<file path="src/rtl/exec_muldiv_unit.sv">
// Iterative MULT/MULTU/DIV/DIVU unit that owns HI/LO and serves MTHI/MTLO/MFHI/MFLO.
// Works on operand magnitudes and applies sign correction in a single FIX cycle.
module exec_muldiv_unit #(
    parameter int DATA_W = 32,
    parameter int CNT_W  = 6
) (
    input  logic              clk,
    input  logic              rst,
    input  logic              i_valid,
    input  logic [2:0]        i_op,
    input  logic [DATA_W-1:0] i_rs_reg,
    input  logic [DATA_W-1:0] i_rt_reg,
    input  logic              i_flush,
    output logic [DATA_W-1:0] o_hi,
    output logic [DATA_W-1:0] o_lo,
    output logic [DATA_W-1:0] o_mf_data,
    output logic              o_busy,
    output logic              os_stall,
    output logic              o_done,
    output logic              o_div_by_zero
);
    localparam logic [2:0] S_IDLE = 3'd0;
    localparam logic [2:0] S_MUL  = 3'd1;
    localparam logic [2:0] S_DIV  = 3'd2;
    localparam logic [2:0] S_FIX  = 3'd3;
    localparam logic [2:0] S_DONE = 3'd4;

    localparam logic [2:0] OP_MTHI = 3'd4;
    localparam logic [2:0] OP_MTLO = 3'd5;
    localparam logic [2:0] OP_MFHI = 3'd6;
    localparam logic [2:0] OP_MFLO = 3'd7;

    localparam logic [CNT_W-1:0] CNT_LAST = CNT_W'(DATA_W - 1);

    logic [2:0]          state;
    logic [CNT_W-1:0]    cnt;
    logic [2*DATA_W-1:0] acc;
    logic [DATA_W-1:0]   opnd;
    logic [DATA_W-1:0]   hi;
    logic [DATA_W-1:0]   lo;
    logic                is_div;
    logic                dbz;
    logic                neg_q;
    logic                neg_r;

    logic                req;
    logic                accept;
    logic                a_neg;
    logic                b_neg;
    logic [DATA_W-1:0]   a_mag;
    logic [DATA_W-1:0]   b_mag;
    logic [DATA_W:0]     mul_sum;
    logic [DATA_W:0]     div_sh;
    logic                div_ge;
    logic [DATA_W-1:0]   div_rem;
    logic [2*DATA_W-1:0] mul_next;
    logic [2*DATA_W-1:0] div_next;
    logic [2*DATA_W-1:0] prod_fix;
    logic [DATA_W-1:0]   q_fix;
    logic [DATA_W-1:0]   r_fix;

    assign req    = i_valid & ~i_flush;
    assign accept = req & (state == S_IDLE) & ~i_op[2];

    // i_op[0] set means the unsigned variant
    assign a_neg = ~i_op[0] & i_rs_reg[DATA_W-1];
    assign b_neg = ~i_op[0] & i_rt_reg[DATA_W-1];
    assign a_mag = a_neg ? -i_rs_reg : i_rs_reg;
    assign b_mag = b_neg ? -i_rt_reg : i_rt_reg;

    // Multiply: acc = {partial product, remaining multiplier bits}
    assign mul_sum  = {1'b0, acc[2*DATA_W-1:DATA_W]} + {1'b0, opnd & {DATA_W{acc[0]}}};
    assign mul_next = {mul_sum, acc[DATA_W-1:1]};

    // Divide: acc = {partial remainder, dividend bits shifting into quotient}
    assign div_sh   = acc[2*DATA_W-1:DATA_W-1];
    assign div_ge   = div_sh >= {1'b0, opnd};
    assign div_rem  = div_sh[DATA_W-1:0] - opnd;
    assign div_next = div_ge ? {div_rem, acc[DATA_W-2:0], 1'b1}
                             : {div_sh[DATA_W-1:0], acc[DATA_W-2:0], 1'b0};

    // A zero divisor leaves |A| as remainder; negating by A's sign restores the raw dividend
    assign prod_fix = neg_q ? -acc : acc;
    assign q_fix    = dbz ? '1 : (neg_q ? -acc[DATA_W-1:0] : acc[DATA_W-1:0]);
    assign r_fix    = neg_r ? -acc[2*DATA_W-1:DATA_W] : acc[2*DATA_W-1:DATA_W];

    always_ff @(posedge clk or negedge rst) begin
        if (!rst) begin
            state  <= S_IDLE;
            cnt    <= '0;
            acc    <= '0;
            opnd   <= '0;
            hi     <= '0;
            lo     <= '0;
            is_div <= 1'b0;
            dbz    <= 1'b0;
            neg_q  <= 1'b0;
            neg_r  <= 1'b0;
        end else begin
            case (state)
                S_IDLE: begin
                    if (accept) begin
                        state  <= i_op[1] ? S_DIV : S_MUL;
                        cnt    <= '0;
                        acc    <= {{DATA_W{1'b0}}, (i_op[1] ? a_mag : b_mag)};
                        opnd   <= i_op[1] ? b_mag : a_mag;
                        is_div <= i_op[1];
                        dbz    <= i_op[1] & (i_rt_reg == '0);
                        neg_q  <= a_neg ^ b_neg;
                        neg_r  <= a_neg;
                    end else if (req && i_op == OP_MTHI) begin
                        hi <= i_rs_reg;
                    end else if (req && i_op == OP_MTLO) begin
                        lo <= i_rs_reg;
                    end
                end
                S_MUL, S_DIV: begin
                    if (i_flush) begin
                        state <= S_IDLE;
                    end else begin
                        acc <= (state == S_DIV) ? div_next : mul_next;
                        if (cnt == CNT_LAST) state <= S_FIX;
                        else                 cnt   <= cnt + CNT_W'(1);
                    end
                end
                S_FIX: begin
                    if (i_flush) begin
                        state <= S_IDLE;
                    end else begin
                        state <= S_DONE;
                        if (is_div) begin
                            hi <= r_fix;
                            lo <= q_fix;
                        end else begin
                            hi <= prod_fix[2*DATA_W-1:DATA_W];
                            lo <= prod_fix[DATA_W-1:0];
                        end
                    end
                end
                S_DONE:  state <= S_IDLE;
                default: state <= S_IDLE;
            endcase
        end
    end

    assign o_hi          = hi;
    assign o_lo          = lo;
    assign o_busy        = (state != S_IDLE);
    assign os_stall      = req & o_busy;
    assign o_done        = (state == S_DONE);
    assign o_div_by_zero = o_done & dbz;

    always_comb begin
        o_mf_data = '0;
        if (i_valid && i_op == OP_MFHI) o_mf_data = hi;
        if (i_valid && i_op == OP_MFLO) o_mf_data = lo;
    end
endmodule

</file>
<file path="config.mk">
export PLATFORM = sky130hd
export DESIGN_NAME = exec_muldiv_unit
export DESIGN_NICKNAME = d
export VERILOG_FILES = /design/src/rtl/exec_muldiv_unit.sv
export SDC_FILE = /design/constraint.sdc
export NUM_CORES = 1
export LEC_CHECK = 0
export ABC_CLOCK_PERIOD_IN_PS = 3700
export CAP_MARGIN = 10
export CORE_UTILIZATION = 25
export DETAILED_ROUTE_END_ITERATION = 8
export GPL_TIMING_DRIVEN = 0
export SYNTH_ARGS = -nofsm -noshare
export SYNTH_HDL_FRONTEND = slang
export SYNTH_SLANG_ARGS = --single-unit
</file>
<file path="constraint.sdc">
create_clock -name clk -period 3.7 [get_ports clk]
set_input_delay 0.74 -clock clk [delete_from_list [all_inputs] [get_ports clk]]
set_output_delay 0.74 -clock clk [all_outputs]
set_load 0.02 [all_outputs]
</file>
After elaboration in Yosys (flattened, before gate mapping). Cells that the tools add are included.

Register bits: 173. Output and inout port bits: 100.

Reduce and logical (&&, ||, !) cells: 16. $lt $le $gt $ge: 1. Equal/unequal tests: 18. $add $sub $neg: 8. Multiplexer cells: 36. Bitwise gates (word level): 13.

Operators with widths (number): $mux 32 (18); $mux 64 (5); $neg 32->32 (4); $pmux 32 s2 (2); $pmux 64 s2 (1); $neg 64->64 (1); $add 32x32->33 (1); $ge 33x32->1 (1); $and 32x32->32 (1); $logic_not 32->1 (1); $sub 32x32->32 (1); $mux 6 (3); $eq 3x3->1 const B (5); $mux 3 (4); $ne 2x2->1 const B (6); $pmux 6 s2 (1); $pmux 3 s3 (1); $and 1x1->1 (8); $reduce_and 4->1 (2); $add 6x1->6 const B (1); $eq 3x2->1 const B (2); $eq 6x5->1 const B (1); $reduce_and 5->1 (1); $logic_and 1x1->1 (4); 12 further kinds (17).

Logic depth before layout (Yosys ltp).
Depth in word-level cells: 7. Gate-level depth with buffers: 14.

Worst setup path after synthesis. OpenSTA, ideal clock, no wires.

Path type: register to register. Start: reg acc[32]. End: reg acc[32]. Arrival: 3252 ps. Buffers on the path: 2. Period minus slack after synthesis: 3373 ps. Path slack: 327 ps. Stages on the path, launching flop included: 13. Cells stage by stage: dfrtp_1 > ha_1 > nor2b_1 > o31a_1 > o21ai_0 > a211o_1 > or3b_2 > and3_1 > clkbuf_1 > nor2_1 > buf_2 > o211ai_1 > a22o_1.

Word-level cells in the longest chain between the ends: 5.

RTL lines: start, declared (line 37) `logic [2*DATA_W-1:0] acc;`; start signal, assigned (line 105) `acc <= {{DATA_W{1'b0}}, (i_op[1] ? a_mag : b_mag)};`; start signal, assigned (line 121) `acc <= (state == S_DIV) ? div_next : mul_next;`; $ge 33x32->1 (line 77) `assign div_ge = div_sh >= {1'b0, opnd};`; $mux 64 (line 79) `assign div_next = div_ge ? {div_rem, acc[DATA_W-2:0], 1'b1}`; $mux 64 (*) (line 121); $mux 64 (*) (line 118) `if (i_flush) begin`; $pmux 64 s2 (*) (line 100) `case (state)`.

Every way passes the cells marked *; elsewhere a longest branch is shown, timed or not. The select of a mux whose other input is x is not followed. A chain may end at the register's enable or synchronous reset.

Worst setup path in the final report.
Start: in i_flush. End: reg acc[10].

Word-level cells in the longest chain between the ends: 6.

RTL lines: start, declared (line 13) `input logic i_flush,`; $not 1->1 (line 62) `assign req = i_valid & ~i_flush;`; $and 1x1->1 (line 62); $and 1x1->1 (2 in series) (line 63) `assign accept = req & (state == S_IDLE) & ~i_op[2];`; $ne 2x2->1 (no line); $reduce_and 3->1 (no line) (*).

Every way passes the cells marked *; elsewhere a longest branch is shown, timed or not.

==> metrics.md <==
| Metric | Value |
|---|---|
| Root buf cell | clkbuf_16 |
| Most common library cells after synthesis | 269 x nand2_1, 227 x a21oi_1, 195 x o21ai_0 |
| Relative slew margins | 23.87% |
| Crit path kind | in -> reg |
| Largest net degree at the start of global routing | 116 |
| Total CTS buffers | 17 |
| Synth async-reset ratio | 100.0% |
| M1 GR Usage | 30.25% |
| Unique masters post-synth | 73 |
| Die X | 251.5 um |
| Clk slew on worst S/H paths | 0.09 ns |
| PortBufs | 169 |
| Primary FF master, synth | dfrtp_1 |
| Routed WL | approximately 72,000 um |
| Max Root-Sink Buffers | 2 |
| WHS | 0.2193 ns |
| Most crowded layer after global routing | met2 |
| Reg2reg start | acc[13] |
| GRT Total Usage | between 20% and 30% |
| Worst Setup End Kind | register |
| DR WL/cell | 22.93 um |
| Cell Rows | 91 |
| Pins Over Slew Limit | 0 |
| Most frequent cell after synthesis | nand2_1 |
| Critical path arrival | 4.06 ns |
| Logic depth of the worst setup path including buffers | 8 |
| Endpoints failing hold | 0 |
| Post-detail-place hpwl | 56,460 um |
| Flops & latches, synth | 173 |
| Starting Density | 25.27% |
| CP max-delay cell | clkdlybuf4s50_1 |
| Gr ovfl total | 0 |
| Crit-path max FO | 10 |
| Hold crit path type | in -> async |
| Top-Level Pins | 171 |
| Top cell type's share of synthesized area | 27.81% |
| Tot Pwr | 0.01937 W |
| Clk Latency, worst-skew pair | about 0.48 ns |
| Die height | 251.5 um |
| Number of diodes | 0 |
| Synth-to-Final Area Change | 24.90% |
| Fmax | 0.2685 GHz |
| Mean number of vias per cell | 5.544 |
| Tightest Pin Transition | 1.138 ns |
| GRT met3 Usage | 4.993% |
| MaxCap Viol Count | 0 |
| DIE AREA | 63,270 um^2 |
| Largest stage delay, worst path | 0.59 ns |
| Crit-path most repeated cell | nor2_1 |
| Layout cell share with drive strength beyond 1 | 6.840% |
| Vias after detailed routing | 17,450 |
| Clk sink count | 173 |
| 1st-iter DRT viols | 1,969 |
| PnR worst setup slack | -0.02373 ns |
| Sequential cell area fraction in the yosys report | 27.81% |
| R2R cell count | 10 |
| Peak supply drop | 0.0004262 V |
| H-tree levels | 4 |
| Cts hold-fix bufs | 0 |
| Crit-path cells | clkdlybuf4s50_1, clkbuf_1, nor2_1, clkbuf_2, nor2_1, clkbuf_4, clkdlybuf4s15_2, o21ai_0 |
| R2r setup slk | 0.02 ns |
| Leak pwr | between 7 and 8 nW |
| Largest area contributor in the netlist | dfrtp_1 |
| CP bufs+invs | 5 |
| Final Skew | 0.01847 ns |
| Area after DPL | approximately 18,000 um^2 |
| WP data required | 4.04 ns |
| R2r endpoint | o_hi[9] |
| Startpoint types | input port |
| Vias in the first global route | 16,160 |
| EDFF count, synth | 0 |
| CTS tree | built |
| RePlAce Congestion | 0.9647 |
| Post-route ant nets | 0 |
| Core area | approximately 62,000 um^2 |
| Number of remaining DRC errors | 2 |
| First-pass DRT Iterations | 8 |
| Post-route cell area | between 15,000 and 20,000 um^2 |
| GRT met2 Usage | 33.32% |
| Global-route wire length before repair | 105,700 um |
| Synth area leaders | dfrtp_1 28%, a21oi_1 7.3%, nand2_1 6.5% |
| Mapped Area | between 15,000 and 20,000 um^2 |
| RSZ-0062 raised after global routing | true |
| Failing checks | design-rule violations, negative setup slack |
| Synth Instances | between 2,000 and 2,500 |
| Outcome | finished with violations |
| Final setup viols | 4 |
| Tcrit/Tclk final | 100.6% |
| Final worst path period need | roughly 3.7 ns |
| Pwr Density | 996.4 nW/um^2 |
| Yosys warnings | 0 |
| Initial antenna violation count | 4 |
| Crit path max-delay family | buffers and inverters |
| Synthesized net count | 2,237 |
| Synthesized area per cell | 7.431 um^2 |
| Nets@finish | 2,439 |
## registers in the layout, indices dropped and copies added, names as in the netlist
signal	count
is_div	1
neg_q	1
o_hi	32
state	3
opnd	32
o_lo	32
acc	64
cnt	6
dbz	1
neg_r	1
## how the worst max path moves through the flow
stage	from	endpoint	slack, ns
2_1_floorplan	acc[32]	acc[32]	0.33
3_3_place_gp	rst	cnt[2]	-6.18
3_5_place_dp	acc[0]	acc[63]	-1.17
4_1_cts	acc[10]	o_hi[21]	0.002
5_1_grt	acc[0]	acc[60]	-0.07
6_report	i_flush	acc[10]	-0.02
## per-stage QoR
stage	cells	TNS, ns	setup WS [ns]	util (%)
global route	3147	-0.1477	-0.07261	31.57
CTS	3142	0	0.002467	31.05
detailed placement	3102	-65.80	-1.168	29.77
finish	3147	-0.02895	-0.02373	31.57
global placement	3101	-1132.62	-6.181	29.72
floorplan	2095	0	0.3274	-
## layout by cell type, fill, tap and decap left out, types with 12 or more instances in the layout
master           instances
a211oi_1                21
a21o_1                  22
a21oi_1                223
a22o_1                  37
a31oi_1                 39
and3_1                  16
buf_4                   19
clkbuf_1               118
clkbuf_16               17
clkdlybuf4s50_1        159
dfrtp_1                166
ha_1                    67
inv_1                   67
mux2i_1                 28
nand2_1                267
nand3_1                 39
nand4_1                 23
nor2_1                 189
nor2b_1                 14
nor3_1                  44
nor4_1                  14
o211ai_1                18
o21a_1                  13
o21ai_0                190
o22ai_1                 38
o31ai_1                 26
o41ai_1                 12
or3_1                   14
or4_1                   14
xnor2_1                108
xor2_1                  61
## worst register-to-register path, cell delays in order (launching register included)
cell	delay, ns
dfrtp_2	0.46
or4_4	0.57
or4_1	0.39
buf_2	0.17
nor4_1	0.57
nand3_1	0.34
nor2_1	0.27
a211oi_1	0.12
xor2_1	0.36
mux2i_1	0.17
o21ai_0	0.16
## per-layer routing
metal / wire length [um] / vias to the layer above
li1: - / 7964
met1: 30960 / 8308
met2: 30750 / 991
met3: 7018 / 178
met4: 3373 / 6
met5: 41 / -
## power by group
group / switching (W) / internal (W)
sequential: 0.00121 / 0.00279
combinational: 0.00845 / 0.00504
clock: 0.000981 / 0.000901
total: 0.0106 / 0.00873
## timing repair
| action | CTS | global route |
|---|---|---|
| setup buffers | 9 | 8 |
| pin swaps | 4 | 7 |
| cloned | 0 | 0 |
| setup endpoints to repair | 96 | 67 |
| resized for setup | 51 | 60 |
## cell type report
type / instances / area [um^2]
Inverter: 68 / 259.0
Clock buffer: 17 / 425.4
Fill cell: 6623 / 42150
Tap cell: 837 / 1047
Buffer: 146 / 604.3
Sequential cell: 173 / 4338
Clock inverter: 15 / 145.1
Multi-Input combinational cell: 1704 / 10760
Timing Repair Buffer: 187 / 1869
## cells by family (layout without fill, tap and decap cells)
group,after synthesis,in the layout,share of synthesized area [%]
simple gates,702,702,20.62
buf+inv,218,433,5.353
compound gates,722,722,28.34
mux,34,34,2.234
flops,173,173,27.81
fa+ha+maj,71,71,5.803
xor+xnor,175,175,9.846
No activity file was read; power rests on OpenSTA's default activity.
==> edit: new RTL, config.mk and constraints unchanged <==
One comparison of `cnt` changes from == to >=.
--- a/src/rtl/exec_muldiv_unit.sv
+++ b/src/rtl/exec_muldiv_unit.sv
@@ -121,3 +121,3 @@
                         acc <= (state == S_DIV) ? div_next : mul_next;
-                        if (cnt == CNT_LAST) state <= S_FIX;
+                        if (cnt >= CNT_LAST) state <= S_FIX;
                         else                 cnt   <= cnt + CNT_W'(1);
Function: no difference found for any inputs over 4 cycles, from zero or initial values and one cycle with rst low; that may be too few to reach the edited logic, so the function may still have changed.
==> edit against the original RTL <==
  * Clock skew is 0.00085 ns lower
  * Design area is 1.7% lower
  * Critical endpoint is now o_mf_data[15]
  * Setup slack better by 0.044 ns
  * Sequential power is 2% lower
  * Routed wire length is 7.3% lower
  * Sequential cell count stayed put
  * Highest routed layer unchanged
  * Largest power group unchanged
  * Total power is 0.55% lower
  * Synthesized area is 0.18% lower
==> edit: results (changes against the original RTL) <==
met2 WL: 29100 um (-5.5%)
outcome: completed
share of layout cells above drive strength 1: 0.0485 (-0.0199)
XOR/XNOR share of the synthesized area: 0.0969 (-0.00152)
multi-input gates: 1686 (-1.1%)
mux contribution to synthesized area: 0.0455 (+0.0231)
met1 Usage GRT: 0.280 (-0.0229)
Post-DP Area: 18300 um2 (-0.31%)
cell depth of the worst flop-to-flop path: 11 (+1)
Critical Path Sink: o_mf_data[15]
final instance area: 19100 um2 (-1.7%)
Fin Hold WS: 0.257 ns (+0.0378 ns)
Least-Margin Pin Slew: 1.04 ns (-0.0989 ns)
top area cells in the synthesized netlist: dfrtp_1 28%, a21oi_1 7.3%, o21ai_0 6.6%, xnor2_1 6.5%, nand2_1 6.4%
antenna violations before repair: 9 (+5)
Compound-Gate Fraction of Synth Area: 0.269 (-0.0147)
Internal Power: 8.90 mW (+1.9%)
NonClk Buf Share: 0.121 (-0.00653)
first-pass GRT wire length: 99600 um (-5.8%)
number of global-route vias before repair: 15768 (-2.4%)
PostCTS Resize Cnt: 35 (-31%)
Post-Syn Nets: 2210 (-1.2%)
hpwl dp: 53200 um (-5.8%)
Worst setup startpoint: i_op[2]
Post-Syn Area per Cell: 7.51 um2 (+1.1%)
vias after detailed routing: 16714 (-4.2%)
n_diodes: 2 (+2)
maximum vdd drop: 0.434 mV (+1.8%)
total track usage: 0.207 (-0.0143)
RePlAce Congestion: 0.986 (+2.2%)
multi-input gate share of total cell area: 0.552 (-0.00139)
Repair and plain buffers: 304 (-8.7%)
minimum clock period: 3.68 ns (-0.0441 ns)
Clock Skew: 0.0176 ns (-0.000852 ns)
post-route insts no fill: 3108 (-1.2%)
count of different cell masters after synthesis: 76 (+4.1%)
Die Width: 251 um (about the same)
ClkCell Share: 0.0312 (+0.00189)
I/O Buffers: 166 (-1.8%)
WP data arrival: 2.94 ns (-1.12 ns)
leakage dissipation: 7.59 nW (-1.6%)
Register Area: 4330 um2 (-0.14%)
Reg-to-Reg End: acc[62]
FF-to-FF setup slack: 0.13 ns (+0.11 ns)
postcts setup bufs: 1 (-8)
==> edit: changes by cell type in the layout (fill, tap and decap cells not counted), sizes merged, moves of 10 or more <==
cell    unedited run  this run
o22ai             38        28
nand3             41        24
a211oi            25        13
o21ai            201       211
o41ai             19         9
o211ai            18         8
clkbuf           148       127
nor3              47        36
mux2i             28        65
a31oi             39        16
==> edit: power by group through the flow <==
stage / clock, mW / sequential, mW / combinational, mW
floorplan: 0 / 3.81 / 8.67
finish: 1.94 / 3.92 / 13.4
detailed placement: 0 / 3.91 / 12.8
global route: 2.01 / 4.00 / 14.6
global placement: 0 / 3.90 / 12.8
CTS: 1.95 / 3.87 / 13.0
==> edit: critical path: stages <==
cell	delay, ns
clkdlybuf4s50_1	0.62
nand3_2	0.23
nor2_4	0.28
clkbuf_4	0.28
a22o_1	0.16
clkdlybuf4s50_1	0.62
